File: src/rtl/if_pkg.sv
// Shared types and constants for the instruction-fetch buffer.
package if_pkg;

  localparam int XLEN = 32;

  localparam logic [XLEN-1:0] RESET_PC_DEFAULT = 32'h0000_0000;

  typedef struct packed {
    logic [XLEN-1:0] pc;
    logic [XLEN-1:0] inst;
    logic            done;
  } fetch_entry_t;

endpackage

File: src/rtl/if_entry_ring.sv
// Circular store of fetch entries: tail allocates, fill receives responses in order, head dequeues.
module if_entry_ring
  import if_pkg::*;
#(
  parameter int              DEPTH    = 4,
  parameter logic [XLEN-1:0] RESET_PC = RESET_PC_DEFAULT,
  localparam int             CW       = $clog2(DEPTH + 1)
) (
  input  logic            clk,
  input  logic            reset,
  input  logic            flush_i,
  input  logic            alloc_i,
  input  logic [XLEN-1:0] alloc_pc_i,
  input  logic            fill_i,
  input  logic [XLEN-1:0] fill_inst_i,
  input  logic            pop_i,
  output fetch_entry_t    head_o,
  output logic [CW-1:0]   count_o,
  output logic [CW-1:0]   pend_o
);

  localparam int PW = $clog2(DEPTH);

  fetch_entry_t ent_q [DEPTH];
  fetch_entry_t ent_d [DEPTH];
  logic [PW-1:0] head_q, head_d;
  logic [PW-1:0] tail_q, tail_d;
  logic [PW-1:0] fill_q, fill_d;
  logic [CW-1:0] count_q, count_d;
  logic [CW-1:0] pend_q, pend_d;

  always_comb begin
    ent_d   = ent_q;
    head_d  = head_q;
    tail_d  = tail_q;
    fill_d  = fill_q;
    count_d = count_q;
    pend_d  = pend_q;
    if (flush_i) begin
      for (int i = 0; i < DEPTH; i++) begin
        ent_d[i].done = 1'b0;
      end
      head_d  = '0;
      tail_d  = '0;
      fill_d  = '0;
      count_d = '0;
      pend_d  = '0;
    end else begin
      if (alloc_i) begin
        ent_d[tail_q].pc   = alloc_pc_i;
        ent_d[tail_q].done = 1'b0;
        tail_d             = tail_q + PW'(1);
      end
      if (fill_i) begin
        ent_d[fill_q].inst = fill_inst_i;
        ent_d[fill_q].done = 1'b1;
        fill_d             = fill_q + PW'(1);
      end
      if (pop_i) begin
        ent_d[head_q].done = 1'b0;
        head_d             = head_q + PW'(1);
      end
      count_d = count_q + CW'(alloc_i) - CW'(pop_i);
      // pend tracks entries allocated but still waiting for their response
      pend_d  = pend_q + CW'(alloc_i) - CW'(fill_i);
    end
  end

  always_ff @(posedge clk or posedge reset) begin
    if (reset) begin
      for (int i = 0; i < DEPTH; i++) begin
        ent_q[i] <= '{pc: RESET_PC, inst: '0, done: 1'b0};
      end
      head_q  <= '0;
      tail_q  <= '0;
      fill_q  <= '0;
      count_q <= '0;
      pend_q  <= '0;
    end else begin
      ent_q   <= ent_d;
      head_q  <= head_d;
      tail_q  <= tail_d;
      fill_q  <= fill_d;
      count_q <= count_d;
      pend_q  <= pend_d;
    end
  end

  assign head_o  = ent_q[head_q];
  assign count_o = count_q;
  assign pend_o  = pend_q;

endmodule

File: src/rtl/if_fetch_buffer.sv
// Fetch stage: issues in-order memory requests for pc_in, stalls the PC until accepted,
// and presents returned instructions with their PCs to decode; flush drops in-flight work.
module if_fetch_buffer
  import if_pkg::*;
#(
  parameter int              DEPTH    = 4,
  parameter logic [XLEN-1:0] RESET_PC = RESET_PC_DEFAULT
) (
  input  logic            clk,
  input  logic            reset,
  input  logic [XLEN-1:0] pc_in,
  input  logic            fetch_en,
  input  logic            flush,
  output logic            im_req_valid,
  input  logic            im_req_ready,
  output logic [XLEN-1:0] im_req_addr,
  input  logic            im_resp_valid,
  input  logic [XLEN-1:0] im_resp_data,
  output logic            im_stall,
  output logic            dec_valid,
  input  logic            dec_ready,
  output logic [XLEN-1:0] dec_inst,
  output logic [XLEN-1:0] dec_pc
);

  localparam int CW  = $clog2(DEPTH + 1);
  localparam int CW1 = CW + 1;

  fetch_entry_t  head;
  logic [CW-1:0] count;
  logic [CW-1:0] pend;
  logic [CW-1:0] drop_cnt_q, drop_cnt_d;
  logic [CW1-1:0] occupancy;
  logic          has_room;
  logic          accept;
  logic          dropping;
  logic          fill;
  logic          pop;

  // Outstanding flushed responses still occupy slots, so they count against capacity.
  assign occupancy    = {1'b0, count} + {1'b0, drop_cnt_q};
  assign has_room     = occupancy < CW1'(DEPTH);
  assign im_req_valid = ~reset & fetch_en & ~flush & has_room;
  assign im_req_addr  = pc_in;
  assign accept       = im_req_valid & im_req_ready;
  assign im_stall     = ~accept;

  assign dropping = im_resp_valid & (drop_cnt_q != '0);
  assign fill     = im_resp_valid & ~dropping & ~flush;

  assign dec_valid = head.done;
  assign dec_inst  = head.inst;
  assign dec_pc    = head.pc;
  assign pop       = dec_valid & dec_ready & ~flush;

  always_comb begin
    drop_cnt_d = drop_cnt_q;
    if (flush) begin
      drop_cnt_d = drop_cnt_q + pend - CW'(im_resp_valid);
    end else if (dropping) begin
      drop_cnt_d = drop_cnt_q - CW'(1);
    end
  end

  always_ff @(posedge clk or posedge reset) begin
    if (reset) begin
      drop_cnt_q <= '0;
    end else begin
      drop_cnt_q <= drop_cnt_d;
    end
  end

  if_entry_ring #(
    .DEPTH    (DEPTH),
    .RESET_PC (RESET_PC)
  ) u_ring (
    .clk         (clk),
    .reset       (reset),
    .flush_i     (flush),
    .alloc_i     (accept),
    .alloc_pc_i  (pc_in),
    .fill_i      (fill),
    .fill_inst_i (im_resp_data),
    .pop_i       (pop),
    .head_o      (head),
    .count_o     (count),
    .pend_o      (pend)
  );

`ifndef SYNTHESIS
  always @(posedge clk) begin
    if (!reset) begin
      assert (!(im_resp_valid && (drop_cnt_q == '0) && (pend == '0)))
        else $error("if_fetch_buffer: memory response with nothing outstanding");
      assert (count <= CW'(DEPTH))
        else $error("if_fetch_buffer: entry count exceeds DEPTH");
    end
  end
`endif

endmodule

File: config.mk
export PLATFORM = sky130hd
export DESIGN_NAME = if_fetch_buffer
export DESIGN_NICKNAME = d
export VERILOG_FILES = /design/src/rtl/if_pkg.sv /design/src/rtl/if_entry_ring.sv /design/src/rtl/if_fetch_buffer.sv
export SDC_FILE = /design/constraint.sdc
export NUM_CORES = 1
export LEC_CHECK = 0
export ABC_AREA = 1
export CAP_MARGIN = 20
export CORE_MARGIN = 2
export CORE_UTILIZATION = 50
export DETAILED_ROUTE_END_ITERATION = 10
export PLACE_DENSITY = 0.78
export SLEW_MARGIN = 40
export SYNTH_ARGS = -nofsm -noshare
export SYNTH_HDL_FRONTEND = slang
export SYNTH_HIERARCHICAL = 1
export SYNTH_SLANG_ARGS = --single-unit
File: constraint.sdc
create_clock -name clk -period 30.6 [get_ports clk]
set_input_delay 9.18 -clock clk [delete_from_list [all_inputs] [get_ports clk]]
set_output_delay 9.18 -clock clk [all_outputs]
set_load 0.005 [all_outputs]
==> key figures <==
Outcome
  • Result of the run: complete, no violations

Timing
  • Hold violation total from the final report: 0
  • Final count of pins violating max slew: 0
  • Setup Viol. Count Final: 0
  • Clock tree skew after final layout: 11.0 ps
  • Total negative slack for setup checks: 0 ps
  • Time the final worst path needs with I/O delays and setup: slightly below 20000 ps
  • Transition time at the pin with the least slew margin: 806 ps
  • Max Fclk: about 50 MHz
  • Fin crit share: 64.9%
  • Worst max-slew margin expressed relative to the limit: approximately 46%
  • Hold WS: 479 ps
  • Setup repair after global routing missed its margin: no

Min path
  • Worst Hold Depth: 2
  • HP Class: reg -> reg

Clocking
  • Root buf cell: sky130_fd_sc_hd__clkbuf_16
  • Setup fix buffers added after clock tree synthesis: 0
  • CTS tree: built
  • Worst skew pair latency: around 530 ps
  • TritonCTS sink count: 275
  • CTS Hold Bufs: 0
  • Clock-pin slew of the registers on the worst-case setup and hold paths: 60 ps
  • Post-cts repair resize count: 0
  • Number of CTS-inserted buffers: 29
  • Number of buffers between clock root and the deepest sink: 3
  • H-tree lvl count: 1

Floorplan
  • Area inside the core boundary: about 27000 um2
  • Ports: 170
  • Effective utilization at floorplan: 50.8%
  • Overall die width: 169 um
  • Die area: 28500 um2
  • Standard-cell row count: 60
  • Die height: 169 um

Setup path
  • Type of element capturing the critical path: output port
  • Path depth of the worst reg2reg path: 12
  • Required time at the endpoint of the critical path: 21420 ps
  • Type of the worst setup path: in -> out
  • Worst reg2reg startpoint: u_ring/head_q[0]
  • Register-to-register path setup slack: ~27000 ps
  • Startpoint Class: input pin
  • Maximum fanout count along the critical path: 3
  • Worst reg2reg path endpoint: u_ring/count_o[2]
  • CP arrival: between 10000 and 15000 ps

Detailed routing
  • Amount of wire on met2 after detailed routing: 14500 um
  • Number of DRC markers in iteration 0: 727
  • Count of vias placed by the detailed router: around 11k
  • Residual DRC count: 0
  • Routed wire per std cell: 14.2 um
  • Remaining number of nets flagged by the antenna check after routing: 0
  • Detailed-route wire length on metal 1: between 10000 and 15000 um
  • Routed Wire Length: 29000 um
  • Top sig layer: met4
  • Met3 routed WL: 1480 um
  • Vias per cell: 5.18
  • Length of the first detailed-routing pass in iterations: 7

Yosys
  • Cell count after synthesis: roughly 1.6k
  • Register bit count reported by yosys: 275
  • Total number of yosys warnings: 6
  • Synth Flop Type: sky130_fd_sc_hd__dfrtp_1
  • Xor/xnor share of the synthesized area: 0.129%
  • Fraction of the mapped netlist area in simple logic gates: 15.7%
  • Register area share after synthesis: roughly 50%
  • Net count after synthesis: 1697
  • Adder-Cell Fraction of Synth Area: roughly 2.6%
  • Post-Synthesis Mean Instance Area: 8.50 um2
  • Mux share of post-synthesis cell area: 0%
  • Compound-gate portion of the synthesized area: 18.5%
  • Async set-reset flop share out of synthesis: between 90% and 100%
  • Dominant combinational cell family by area after synthesis: compound AO/OA/AOI/OAI gates
  • Post-synth cell types: 27
  • Post-Syn Area: between 10000 and 15000 um2
  • Number of synthesized flops with an enable pin: 0

Layout
  • Finished Core Util: 59.7%
  • Post-Layout Inst Area: around 16000 um2
  • Relative area change from synthesis to final layout: 17.6%
  • Antenna diode instance count: 0
  • Area of the multi-input gates: 5030 um2
  • Post-layout nets: between 1.5k and 2k
  • Fill cell count: 2312
  • Area used by sequential logic in the layout: between 6000 and 7000 um2
  • Fraction of layout instances using a drive strength above 1: under 10%

Run
  • Number of max-capacitance violations reported: 0

Power
  • Net Sw Power: 0.000297 W
  • Leakage power: 8.17 nW
  • Internal Dissipation: roughly 0.00078 W
  • Proportion of power drawn by flip-flops and latches: 40.7%
  • Power share of the combinational group: between 20% and 30%
  • Fraction of power spent switching nets: 27.5%
  • Power density over cell area: 67.4 nW/um2
  • Fraction of power consumed by the clock network: 33.0%
  • Maximum ir drop on the vdd rail: 0.0000376 V

Placed design
  • Number of buffers inserted by port buffering: ~170
  • Dpl hpwl: 17200 um
  • RePlAce Congestion: around 0.74
  • DP Area: 15000 um2

GRT
  • Antenna violations before repair: 0
  • Via count of the first global-routing pass: 10.3k
  • Total gr overflow: 0
  • First-pass GRT wire length: 49000 um
  • GRT Overall Usage: 20.6%
  • Largest net degree at the start of global routing: 148
metrics by stage:
step	cells	setup slack, ps	total power, W
3_5_place_dp	1995	10730	0.000730
6_report	2046	10730	0.00108
5_1_grt	2046	10660	0.00115
4_1_cts	2046	10720	0.00109
3_3_place_gp	1995	10760	0.000720
2_1_floorplan	1600	11790	0.000602
synthesized netlist by cell type, types with 4 or more instances:
cell | count | area share, %
sky130_fd_sc_hd__buf_1 | 4 | 0.11
sky130_fd_sc_hd__nand2_1 | 507 | 14
sky130_fd_sc_hd__nand3_1 | 4 | 0.15
sky130_fd_sc_hd__clkbuf_1 | 23 | 0.63
sky130_fd_sc_hd__o211ai_1 | 130 | 7.2
sky130_fd_sc_hd__o21ai_2 | 49 | 3.2
sky130_fd_sc_hd__a21oi_1 | 7 | 0.26
sky130_fd_sc_hd__dfrtp_1 | 275 | 51
sky130_fd_sc_hd__nand2_4 | 4 | 0.33
sky130_fd_sc_hd__inv_1 | 226 | 6.2
sky130_fd_sc_hd__ha_1 | 23 | 2.1
sky130_fd_sc_hd__nand2_2 | 5 | 0.23
sky130_fd_sc_hd__buf_6 | 24 | 2.0
sky130_fd_sc_hd__inv_2 | 4 | 0.11
sky130_fd_sc_hd__nor2_1 | 16 | 0.44
sky130_fd_sc_hd__o21ai_1 | 209 | 7.7
sky130_fd_sc_hd__buf_2 | 40 | 1.5
sky130_fd_sc_hd__buf_4 | 34 | 1.9
worst max-delay path by stage:
stage          startpoint        to  depth (start not counted)  slack (ps)
3_3_place_gp        flush  im_stall                          7       10760
6_report            reset  im_stall                          6       10730
4_1_cts             reset  im_stall                          6       10720
5_1_grt             reset  im_stall                          6       10660
2_1_floorplan       flush  im_stall                          5       11790
3_5_place_dp        reset  im_stall                          6       10730
logic make-up after synthesis:
logic type / Yosys count
AO/OA/AOI/OAI: 399
XOR/XNOR: 2
flip-flops: 275
buffers and inverters: 357
adder cells (fa/ha/maj): 26
AND/OR/NAND/NOR: 541
power by group through the flow:
stage | logic, W | clock network [W] | registers (W)
6_report | 0.000283 | 0.000356 | 0.000439
3_3_place_gp | 0.000278 | 0 | 0.000442
4_1_cts | 0.000289 | 0.000364 | 0.000439
5_1_grt | 0.000322 | 0.000380 | 0.000445
2_1_floorplan | 0.000164 | 0 | 0.000438
3_5_place_dp | 0.000286 | 0 | 0.000445
cell type report:
class | count | area share [%]
sequential | 275 | 43.0
multi-input combinational | 968 | 31.4
inverter | 232 | 5.60
tap | 341 | 2.67
timing repair buffer | 179 | 11.2
clock inverter | 9 | 0.907
clock buffer | 42 | 5.22
worst max-delay path, cell delays in order:
cell and delay [ps]:
sky130_fd_sc_hd__clkdlybuf4s50_1 670, sky130_fd_sc_hd__nor2_1 90, sky130_fd_sc_hd__nand2_1 120, sky130_fd_sc_hd__nor2_4 60, sky130_fd_sc_hd__nand2_2 70, sky130_fd_sc_hd__clkdlybuf4s50_1 500
cell usage in the layout (no fill, tap or decap):
cell and instances:
sky130_fd_sc_hd__nor2_1 16, sky130_fd_sc_hd__nand2_4 3, sky130_fd_sc_hd__clkbuf_1 7, sky130_fd_sc_hd__buf_4 5, sky130_fd_sc_hd__nand3_1 4, sky130_fd_sc_hd__inv_2 4, sky130_fd_sc_hd__inv_1 224, sky130_fd_sc_hd__dfrtp_1 274
sky130_fd_sc_hd__o21ai_1 209, sky130_fd_sc_hd__nand2_8 1, sky130_fd_sc_hd__nor2_4 3, sky130_fd_sc_hd__ha_1 23, sky130_fd_sc_hd__clkdlybuf4s50_1 169, sky130_fd_sc_hd__dfrtp_2 1, sky130_fd_sc_hd__clkbuf_8 6, sky130_fd_sc_hd__nand3b_4 1
sky130_fd_sc_hd__buf_6 5, sky130_fd_sc_hd__inv_12 1, sky130_fd_sc_hd__a21oi_1 7, sky130_fd_sc_hd__nor2_8 1, sky130_fd_sc_hd__fa_1 3, sky130_fd_sc_hd__clkbuf_16 29, sky130_fd_sc_hd__o21ai_2 49, sky130_fd_sc_hd__o21ai_0 2
sky130_fd_sc_hd__o21ai_4 1, sky130_fd_sc_hd__nand2_2 5, sky130_fd_sc_hd__inv_4 2, sky130_fd_sc_hd__a21oi_2 1, sky130_fd_sc_hd__nand2_1 507, sky130_fd_sc_hd__clkinv_2 5, sky130_fd_sc_hd__inv_8 1, sky130_fd_sc_hd__o211ai_1 130
sky130_fd_sc_hd__xnor2_1 2, sky130_fd_sc_hd__bufinv_16 4
metal layers:
metal,vias up,GRT usage [%]
met1,5018,27.5
met5,-,0
li1,5274,-
met3,37,2.50
met4,0,4.99
met2,267,36.0
(Power assumes the default switching activity.)
